[src/rtl/seg_scan_decoder.sv]
// Readback decoder for a multiplexed active-low seven-segment bus: debounces each
// scan slot and recovers the hex code, error and decimal-point state per digit.
module seg_scan_decoder #(
  parameter int N_DIG      = 8,
  parameter int STABLE_CYC = 4,
  parameter int TIMEOUT    = 100000
) (
  input  logic                                        clk,
  input  logic                                        rst,
  input  logic [N_DIG-1:0]                            an,
  input  logic [7:0]                                  patt,
  output logic [4*N_DIG-1:0]                          codes,
  output logic [N_DIG-1:0]                            valid,
  output logic [N_DIG-1:0]                            err,
  output logic [N_DIG-1:0]                            dp,
  output logic                                        upd,
  output logic [((N_DIG > 1) ? $clog2(N_DIG) : 1)-1:0] upd_idx,
  output logic                                        stale
);

  localparam int IDX_W = (N_DIG > 1) ? $clog2(N_DIG) : 1;
  localparam int CNT_W = $clog2(STABLE_CYC + 1);
  localparam int WD_W  = $clog2(TIMEOUT + 1);

  localparam logic [CNT_W-1:0] CNT_MAX = CNT_W'(STABLE_CYC);
  localparam logic [WD_W-1:0]  WD_LAST = WD_W'(TIMEOUT - 1);
  localparam logic [WD_W-1:0]  WD_MAX  = WD_W'(TIMEOUT);

  logic [N_DIG-1:0] r_an, r_an_prev;
  logic [7:0]       r_patt, r_patt_prev;
  logic [CNT_W-1:0] r_cnt;
  logic [WD_W-1:0]  r_wdog;

  logic             w_same;
  logic [CNT_W-1:0] w_cnt_next;
  logic [N_DIG-1:0] w_sel;
  logic             w_onehot;
  logic [IDX_W-1:0] w_idx;
  logic             w_cap;
  logic             w_hit;
  logic [3:0]       w_code;
  logic             w_blank;

  // Inverse of the encoder table; only bits 6..0 take part in the match.
  function automatic logic [4:0] seg_decode(input logic [6:0] p);
    logic [4:0] res;
    res = 5'b0_0000;
    case (p)
      7'h40: res = 5'h10;
      7'h79: res = 5'h11;
      7'h24: res = 5'h12;
      7'h30: res = 5'h13;
      7'h19: res = 5'h14;
      7'h12: res = 5'h15;
      7'h02: res = 5'h16;
      7'h78: res = 5'h17;
      7'h00: res = 5'h18;
      7'h10: res = 5'h19;
      7'h08: res = 5'h1A;
      7'h03: res = 5'h1B;
      7'h46: res = 5'h1C;
      7'h21: res = 5'h1D;
      7'h06: res = 5'h1E;
      7'h0E: res = 5'h1F;
      default: res = 5'h00;
    endcase
    return res;
  endfunction

  assign w_same = (r_an == r_an_prev) && (r_patt == r_patt_prev);

  always_comb begin
    // NOTE: every combinational output gets a default first so no latch is inferred.
    w_cnt_next = CNT_W'(1);
    if (w_same) begin
      w_cnt_next = (r_cnt == CNT_MAX) ? CNT_MAX : r_cnt + CNT_W'(1);
    end
  end

  assign w_sel    = ~r_an;
  assign w_onehot = (w_sel != '0) && ((w_sel & (w_sel - N_DIG'(1))) == '0);

  always_comb begin
    w_idx = '0;
    for (int i = 0; i < N_DIG; i++) begin
      if (w_sel[i]) w_idx = IDX_W'(i);
    end
  end

  // A change always restarts the count at 1, so reaching the limit from a change
  // is a fresh window; a saturated, unchanged count never recaptures.
  assign w_cap = (w_cnt_next == CNT_MAX) && (!w_same || (r_cnt != CNT_MAX)) && w_onehot;

  assign {w_hit, w_code} = seg_decode(r_patt[6:0]);
  assign w_blank         = (r_patt[6:0] == 7'h7F);

  always_ff @(posedge clk) begin
    if (rst) begin
      // NOTE: sequential state uses non-blocking assignments and every register is cleared here.
      r_an        <= '0;
      r_an_prev   <= '0;
      r_patt      <= '0;
      r_patt_prev <= '0;
      r_cnt       <= '0;
      r_wdog      <= '0;
      codes       <= '0;
      valid       <= '0;
      err         <= '0;
      dp          <= '0;
      upd         <= 1'b0;
      upd_idx     <= '0;
      stale       <= 1'b0;
    end else begin
      r_an        <= an;
      r_patt      <= patt;
      r_an_prev   <= r_an;
      r_patt_prev <= r_patt;
      r_cnt       <= w_cnt_next;
      upd         <= w_cap;

      if (w_cap) begin
        upd_idx    <= w_idx;
        dp[w_idx]  <= ~r_patt[7];
        r_wdog     <= '0;
        stale      <= 1'b0;
        if (w_hit) begin
          codes[4*w_idx +: 4] <= w_code;
          valid[w_idx]        <= 1'b1;
          err[w_idx]          <= 1'b0;
        end else begin
          valid[w_idx] <= 1'b0;
          err[w_idx]   <= ~w_blank;
        end
      end else if (r_wdog >= WD_LAST) begin
        r_wdog <= WD_MAX;
        stale  <= 1'b1;
        valid  <= '0;
      end else begin
        r_wdog <= r_wdog + WD_W'(1);
      end
    end
  end

endmodule
[config.mk]
export PLATFORM = sky130hd
export DESIGN_NAME = seg_scan_decoder
export DESIGN_NICKNAME = d
export VERILOG_FILES = /design/src/rtl/seg_scan_decoder.sv
export SDC_FILE = /design/constraint.sdc
export NUM_CORES = 1
export LEC_CHECK = 0
export CAP_MARGIN = 10
export CELL_PAD_IN_SITES_DETAIL_PLACEMENT = 1
export CELL_PAD_IN_SITES_GLOBAL_PLACEMENT = 1
export CORE_MARGIN = 2
export CORE_UTILIZATION = 41
export DETAILED_ROUTE_END_ITERATION = 10
export MAX_ROUTING_LAYER = met4
export PLACE_DENSITY_LB_ADDON = 0.1
export SLEW_MARGIN = 20
export SYNTH_ARGS = -nofsm -noshare
export SYNTH_HDL_FRONTEND = slang
export SYNTH_SLANG_ARGS = --single-unit
[constraint.sdc]
create_clock -name clk -period 3.4 [get_ports clk]
set_input_delay 0.85 -clock clk [delete_from_list [all_inputs] [get_ports clk]]
set_output_delay 0.85 -clock clk [all_outputs]
set_load 0.01 [all_outputs]
Word level (Yosys, flattened, before mapping)
Index checks and enable logic that the tools add are counted.
{ "word_totals": {"mem_bits_ro": 0, "word_cells": 86, "out_inout_bits": 61, "latchBits": 0, "memories": 0, "ramBits": 0, "regBits": 113} }
{ "op_classes": {"order_cmp": 3, "n_mul": 0, "add_sub_neg": 4, "shift": 2, "n_bitwise": 8, "muxes": 20, "n_eq_ne": 21, "n_reduce_logical": 14, "div_mod_pow": 0} }
{ "op_table": {"columns": ["cell", "count"], "rows": [
  ["5-bit one-hot mux with 16 select lines", 1],
  ["7-bit == test, second input constant", 5],
  ["5-bit negation with 34-bit output", 1],
  ["4-bit by 34-bit variable shift with 32-bit output, first input constant", 1],
  ["4-bit by 34-bit variable part select with 32-bit output", 1],
  ["32-bit bitwise mux", 1],
  ["8-bit 2-to-1 mux", 4],
  ["8-bit bitwise AND", 3],
  ["3-bit 2-to-1 mux", 8],
  ["7-bit by 5-bit == test with 1-bit output, second input constant", 3],
  ["7-bit by 6-bit == test with 1-bit output, second input constant", 3],
  ["17-bit by 1-bit adder with 17-bit output, second input constant", 1],
  ["17-bit >= comparator, second input constant", 1],
  ["17-bit 2-to-1 mux", 1],
  ["8-bit bitwise mux", 2],
  ["8-bit == test", 2],
  ["8-bit NOT", 2],
  ["7-bit by 2-bit == test with 1-bit output, second input constant", 2],
  ["7-bit by 4-bit == test with 1-bit output, second input constant", 2],
  ["8-bit zero test", 1],
  ["8-bit OR", 1],
  ["8-bit nonzero test", 1],
  ["8-bit by 1-bit subtractor with 8-bit output, second input constant", 1],
  ["7-bit by 3-bit == test with 1-bit output, second input constant", 1],
  ["other kinds (16)", 23]
]} }

Depth between registers and ports, before layout
Gate-level depths: netlist of the first run.
{ "logic_depth": {"word_depth": 16, "depth_mapped": 11} }

Worst setup path after synthesis of the first run
OpenSTA, ideal clock, no wires.
{ "synth_path": {"path_type": "register to register", "startpoint": "reg r_an[4]", "endpoint": "reg codes[27]", "stages_incl_launch_ff": 12, "setup_ps": 73, "required_ps": 3327, "arrival_time_ps": 2893, "path_slack_ps": 433, "path_buffers": 1, "cell_sequence": "dfxtp_1 > clkbuf_1 > o21ai_1 > a21oi_1 > nand2b_1 > inv_2 > ha_1 > ha_1 > nand2b_1 > or2_2 > nor4_4 > mux2i_1"} }
{ "synth_between": {"elab_chain_len": 8} }
{ "synth_rtl": {"columns": ["element", "line", "rtl"], "rows": [
  ["from (decl)", "29", "logic [N_DIG-1:0] r_an, r_an_prev;"],
  ["from (signal assigned)", "114", "r_an <= an;"],
  ["8-bit NOT", "80", "assign w_sel = ~r_an;"],
  ["3-bit 2-to-1 mux (4 in a row)", "86", "if (w_sel[i]) w_idx = IDX_W'(i);"],
  ["5-bit negation with 34-bit output", "127", "codes[4*w_idx +: 4] <= w_code;"],
  ["4-bit by 34-bit variable part select with 32-bit output / 4-bit by 34-bit variable shift with 32-bit output (equally long branches)", "127", null],
  ["32-bit bitwise mux", "127", null],
  ["to (signal, indexed assignment)", "127", null],
  ["to (decl)", "12", "output logic [4*N_DIG-1:0] codes,"]
]} }
Parallel ways exist; a longest one is shown, timed or not.
A chain may end at the register's enable or synchronous reset.

Final worst setup path of the first run
{ "layout_path": {"startpoint": "reg r_cnt[0]", "endpoint": "reg dp[2]"} }
{ "layout_between": {"elab_chain_len": 6} }
{ "layout_rtl": {"columns": ["element", "line", "rtl"], "rows": [
  ["from (decl)", "31", "logic [CNT_W-1:0] r_cnt;"],
  ["from (signal assigned)", "118", "r_cnt <= w_cnt_next;"],
  ["3-bit by 1-bit adder with 3-bit output / 3-bit == test (equally long branches)", "76", "w_cnt_next = (r_cnt == CNT_MAX) ? CNT_MAX : r_cnt + CNT_W'(1);"],
  ["3-bit 2-to-1 mux", "76", null],
  ["3-bit 2-to-1 mux", "75", "if (w_same) begin"],
  ["3-bit == test", "92", "assign w_cap = (w_cnt_next == CNT_MAX) && (!w_same || (r_cnt != CNT_MAX)) && w_onehot;"],
  ["1-bit logical AND * (2 in a row)", "92", null],
  ["to (signal, indexed assignment)", "123", "dp[w_idx] <= ~r_patt[7];"],
  ["to (decl)", "15", "output logic [N_DIG-1:0] dp,"]
]} }
Mark *: on every way between the ends. The rest lies on a longest branch, timed or not.

==> run_results.csv, run 1 <==
group,metric,value,unit
worst_setup_path,crit_start,"r_cnt[0]$_SDFF_PP0_",
logic_synthesis,syn_area,5104,µm²
logic_synthesis,synth_edf_count,0,
sta,setup_tns,0,ps
route,viasPerCell,5.335,
global_route,antenna_found_initial,0,
global_route,grt_pass1_vias,4339,
worst_setup_path,worst-setup-path-type,"flip-flop to flip-flop",
worst_setup_path,slowest_delay,540,ps
logic_synthesis,synth.top_cell.area_share,0.4432,
global_route,grt_pass1_wl,22340,µm
global_route,grtUsageMet2,0.3828,
finish,syn_to_final_growth,30.06,%
route,vias,4199,
global_route,grt_remaining_overflow,0,
clocking,cts_tree,"yes",
logic_synthesis,synthCells,529,
sta,setup_viol,0,
floorplan,dieArea,13360,µm²
floorplan,die_h,115.6,µm
worst_setup_path,crit_path_max_fanout,17,
sta,skew,7.678,ps
clocking,post-cts-setup-buffers,0,
sta,rsz0062_at_grt,"false",
global_route,grt_max_degree,110,
sta,period_needed,3131,ps
place,gp_congestion,0.7998,
global_route,grt_busiest_layer,"met2",
logic_synthesis,synth-main-ff-cell,"dfxtp_1",
clocking,cts_root_buf,"clkbuf_16",
logic_synthesis,ys_top_cells_by_area,"dfxtp_1, mux2i_1, nand2b_1, nor2b_1, xnor2_1",
floorplan,initial_utilization,0.4231,
logic_synthesis,syn-mean-instance-area,9.648,µm²
clocking,cts_buffer_depth,2,
worst_setup_path,cp-end-kind,"flip-flop",
finish,stdcell_count,787,
sta,worst_pin_slew,821.3,ps
sta,fin_crit_sh,0.9210,
logic_synthesis,yosys.area.top_type,"dfxtp_1",
floorplan,io_pins,79,
clocking,clk_latency,420,ps
floorplan,dieWidth,115.6,µm
power_and_ir_drop,p_per_area,494.6,nW/µm²
floorplan,coreArea,12060,µm²
worst_setup_path,timing.rr.start,"r_cnt[0]$_SDFF_PP0_",
sta,hold_violations,0,
flow_run,cap_violations,0,
logic_synthesis,yosys.cell_types.count,59,
finish,layout_commonest_cell,"dfxtp_1",
route,drc,0,
worst_setup_path,crit_cells,8,
clocking,clk_pin_slew_worst_paths,50,ps
power_and_ir_drop,p_leak,2.285,nW
clocking,hold_buffers,0,
route,wl_per_cell,17.25,µm
worst_setup_path,cp_data_required_time,3740,ps
worst_hold_path,worstHoldPathType,"flip-flop to flip-flop",
route,ant_nets,0,
clocking,cts_max_level,4,
global_route,use_met3,0.05387,
power_and_ir_drop,ir_drop,352.7,µV
place,dp_cells,755,
finish,nets,630,
clocking,cts_made_buffers,17,
status,status,"completed",
worst_setup_path,crit_family,"simple AND/OR/NAND/NOR gates",
route,routed_wl,13580,µm
worst_setup_path,regToRegSetupSlack,270,ps
worst_setup_path,crit_buf_inv,1,
finish,fill_cells,1362,
route,dr.pass1.iters,4,
place,dp_hpwl,9262,µm
logic_synthesis,ys_seq_area_frac,0.4432,
finish,final_cell_mix,"dfxtp_1, clkdlybuf4s50_1, nand2b_1, mux2i_1, nor2_1",
global_route,use_met1,0.2590,
logic_synthesis,async_reset_ff_frac,0,
worst_setup_path,slowest_stage,"or4_4",
worst_setup_path,arrival,3480,ps
worst_setup_path,setup.worst_path.end,"dp[2]$_SDFFE_PP0P_",
clocking,postCtsResizedCells,0,
logic_synthesis,synth-seq-cells,113,
logic_synthesis,yosys_warnings,0,
global_route,track_usage,0.2235,
sta,slew_headroom,0.4467,
worst_setup_path,startpoint_type,"flip-flop",
clocking,clock-sinks,113,
sta,maxSlewViolCount,0,
place,port-buffer-count,78,
worst_setup_path,reg2reg_to,"dp[2]$_SDFFE_PP0P_",
finish,antenna_cells,0,
finish,layout-drive-gt1-share,0.09047,
finish,multi_input_area,2668,µm²
finish,final_util,0.5503,
worst_setup_path,worstPathCellList,"inv_1 > ha_1 > nand2b_1 > or4_4 > a311oi_4 > nand3_1 > or3_1 > a21oi_1",
worst_setup_path,reg2reg_depth,8,
logic_synthesis,synthesis.nets,553,
floorplan,rows,40,
sta,max_freq,319.3,MHz
finish,regArea,2262,µm²
route,drt_iter0_drc,235,
[area by class of cell]
class / instances / share of cell area
Multi-Input combinational cell: 373 / 0.4019
Sequential cell: 113 / 0.3408
Timing Repair Buffer: 90 / 0.1323
Clock buffer: 27 / 0.07578
Tap cell: 168 / 0.03167
Clock inverter: 5 / 0.01131
Inverter: 11 / 0.006221
[cells by family after synthesis]
group                      count (synthesis)  share of synthesized area
xor gates and xnor gates                  32                    0.05492
AOI/OAI and AO/OA                         81                     0.1128
DFF                                      113                     0.4432
adders and majority gates                  6                    0.01471
muxes                                     39                    0.07649
buffers and inverters                     43                    0.03408
and+or+nand+nor                          215                     0.2638
[cells in the mapped netlist, drive strengths merged, types with 2 or more instances]
library cell and instances:
inv 11, nand3b 2, nor3b 6, nand2 13
nor2b 31, a211oi 8, nand2b 56, dfxtp 113
or2 3, buf 7, xnor2 21, and3 9
nand3 16, and3b 2, nor3 7, ha 6
nor4 9, or4 3, mux2i 39, nand4b 3
o32ai 9, a31oi 6, and4 2, o211ai 2
xor2 11, clkbuf 25, nand4 7, o21ai 13
nor2 37, a32oi 2, o2111ai 2, or3 3
o31ai 3, and2 3, a21oi 25, a311oi 2
[worst min path at each step]
| stage | start | depth (start not counted) | endpoint |
|---|---|---|---|
| floorplan | r_wdog[0]$_SDFF_PP0_ | 1 | r_wdog[0]$_SDFF_PP0_ |
| global placement | r_wdog[0]$_SDFF_PP0_ | 1 | r_wdog[0]$_SDFF_PP0_ |
| detailed placement | r_wdog[0]$_SDFF_PP0_ | 1 | r_wdog[0]$_SDFF_PP0_ |
| CTS | r_wdog[0]$_SDFF_PP0_ | 1 | r_wdog[0]$_SDFF_PP0_ |
| global route | r_wdog[0]$_SDFF_PP0_ | 1 | r_wdog[0]$_SDFF_PP0_ |
| finish | stale$_SDFFE_PP0P_ | 2 | stale$_SDFFE_PP0P_ |
[power by group]
group,switching (mW),internal (mW)
sequential,0.0348,1.35
clock,0.582,1.15
combinational,0.0887,0.0787
[metal layers]
layer  part of all wire  wire (µm)
met3              0.035        474
met5                  0          0
met1               0.44       5952
met2               0.51       6960
met4              0.014        189
[worst min-delay path: cells and delay by family (launching register included)]
kind	cells	cell delay, ps
AOI/OAI and AO/OA	1	50
DFF	1	320
buffers and inverters	1	60
[sequential cells by signal, indices dropped and copies added (netlist names)]
name and cells:
upd_idx 3, r_an 8, r_patt 8, dp 8, stale 1, r_an_prev 8
r_patt_prev 8, codes 32, r_wdog 17, upd 1, err 8, r_cnt 3
valid 8
[metrics by stage]
step / total power [mW] / hold WS [ps] / worst slack (ps) / cell area [µm²]
finish: 3.283 / 473.8 / 268.6 / 6638
global route: 3.393 / 494.4 / 78.43 / 6638
CTS: 3.318 / 458.9 / 279.1 / 6638
detailed placement: 1.576 / 444.6 / 293.0 / 6060
global placement: 1.570 / 431.6 / 444.7 / 6060
floorplan: 1.516 / 413.2 / 433.4 / 5104
(Power assumes the default switching activity.)
==> run 2, diff against run 1 <==
--- a/config.mk
+++ b/config.mk
@@ -6,13 +6,12 @@
 export NUM_CORES = 1
 export LEC_CHECK = 0
 export CAP_MARGIN = 10
-export CELL_PAD_IN_SITES_DETAIL_PLACEMENT = 1
-export CELL_PAD_IN_SITES_GLOBAL_PLACEMENT = 1
 export CORE_MARGIN = 2
-export CORE_UTILIZATION = 41
+export CORE_UTILIZATION = 54
 export DETAILED_ROUTE_END_ITERATION = 10
 export MAX_ROUTING_LAYER = met4
-export PLACE_DENSITY_LB_ADDON = 0.1
+export PLACE_DENSITY = 0.8
+export REMOVE_ABC_BUFFERS = 1
 export SLEW_MARGIN = 20
 export SYNTH_ARGS = -nofsm -noshare
 export SYNTH_HDL_FRONTEND = slang
==> run_results.csv, run 2 (synthesis results as in run 1) <==
group,metric,value,unit
worst_setup_path,worst-setup-path-type,"flip-flop to flip-flop",
finish,nets,627,
flow_run,cap_violations,0,
sta,max_freq,324.3,MHz
global_route,grt_pass1_vias,4003,
route,routed_wl,11760,µm
place,dp_cells,695,
worst_setup_path,arrival,3500,ps
sta,worst_pin_slew,754.2,ps
global_route,grt_max_degree,110,
sta,fin_crit_sh,0.9069,
finish,fill_cells,677,
route,dr.pass1.iters,4,
clocking,cts_buffer_depth,2,
worst_hold_path,worstHoldPathType,"flip-flop to flip-flop",
finish,regArea,2262,µm²
route,vias,4068,
clocking,clk_latency,500,ps
finish,top_regs,"codes (32), r_wdog (17)",
clocking,postCtsResizedCells,0,
route,drt_iter0_drc,212,
finish,layout-drive-gt1-share,0.09283,
power_and_ir_drop,p_leak,2.275,nW
floorplan,coreArea,9196,µm²
clocking,cts_tree,"yes",
power_and_ir_drop,p_per_area,508.9,nW/µm²
finish,multi_input_area,2668,µm²
route,wl_per_cell,16.22,µm
route,ant_nets,0,
worst_setup_path,crit_path_max_fanout,5,
place,port-buffer-count,78,
clocking,clk_pin_slew_worst_paths,50,ps
worst_setup_path,startpoint_type,"flip-flop",
worst_setup_path,cp-end-kind,"flip-flop",
place,gp_congestion,0.7997,
finish,stdcell_area,6570,µm²
finish,top_register,"codes",
finish,antenna_cells,0,
sta,hold_violations,0,
power_and_ir_drop,power,3.344,mW
clocking,cts_made_buffers,17,
floorplan,dieWidth,101.2,µm
sta,slew_headroom,0.4948,
floorplan,rows,35,
global_route,track_usage,0.2414,
sta,skew,7.182,ps
route,drc,0,
place,pre_cts_slack,343.3,ps
floorplan,die_h,101.2,µm
route,viasPerCell,5.611,
sta,period_needed,3083,ps
finish,layout_commonest_cell,"dfxtp_1",
clocking,cts_root_buf,"clkbuf_8",
clocking,cts_max_level,4,
clocking,post-cts-setup-buffers,0,
global_route,grt_remaining_overflow,0,
sta,rsz0062_at_grt,"false",
finish,syn_to_final_growth,28.73,%
sta,setup_tns,0,ps
sta,setup_viol,0,
finish,final_util,0.7144,
sta,fin_ws,316.6,ps
sta,maxSlewViolCount,0,
status,status,"completed",
floorplan,dieArea,10240,µm²
floorplan,initial_utilization,0.5550,
clocking,clock-sinks,113,
global_route,grt_pass1_wl,18970,µm
place,placed_area,5966,µm²
finish,largest_reg_flops,32,
finish,stdcell_count,725,
place,dp_hpwl,7947,µm
finish,final_cell_mix,"dfxtp_1, clkdlybuf4s50_1, nand2b_1, mux2i_1, nor2_1",
clocking,hold_buffers,0,
floorplan,io_pins,79,
worst_setup_path,cp_data_required_time,3820,ps
global_route,antenna_found_initial,0,
power_and_ir_drop,ir_drop,300.2,µV
sta,hold_slack,441.6,ps
run 2: changes by cell type in the layout (fill, tap and decap cells not counted):
cell,change
clkinvlp_4,+3
clkbuf_16,-1
clkinv_2,+1
buf_4,-3
clkbuf_1,-6
clkbuf_8,-1
bufinv_16,+2
run 2: final timing paths:
path	cells past startpoint	end	startpoint	slack [ps]
min	2	stale$_SDFFE_PP0P_	stale$_SDFFE_PP0P_	440
max	8	codes[18]$_SDFFE_PP0P_	r_cnt[0]$_SDFF_PP0_	320
min reg2reg	2	stale$_SDFFE_PP0P_	stale$_SDFFE_PP0P_	440
max reg2reg	8	codes[18]$_SDFFE_PP0P_	r_cnt[0]$_SDFF_PP0_	320
run 2: critical path, stage by stage (launching register included):
cell	delay, ps
dfxtp_1	360
inv_1	70
ha_1	310
nand2b_1	160
or4_4	540
a311oi_4	410
o2111ai_2	360
nor4_4	540
mux2i_1	250
run 2: layout make-up:
type / instances / share of cell area
Multi-Input combinational cell: 373 / 0.4060
Sequential cell: 113 / 0.3443
Timing Repair Buffer: 87 / 0.1303
Clock buffer: 19 / 0.06723
Clock inverter: 11 / 0.02476
Tap cell: 111 / 0.02114
Inverter: 11 / 0.006285
run 2: power breakdown:
| group | internal, mW | switching (mW) |
|---|---|---|
| clock network | 1.21 | 0.588 |
| registers | 1.35 | 0.0354 |
| logic | 0.0776 | 0.0830 |
| total | 2.64 | 0.706 |
run 2: layer usage:
| metal | routed length [µm] | track usage | part of all wire |
|---|---|---|---|
| met1 | 5310 | 0.2989 | 0.45 |
| met2 | 5762 | 0.3810 | 0.49 |
| met3 | 488 | 0.05107 | 0.042 |
| met4 | 195 | 0.1050 | 0.017 |
| met5 | 0 | - | 0 |
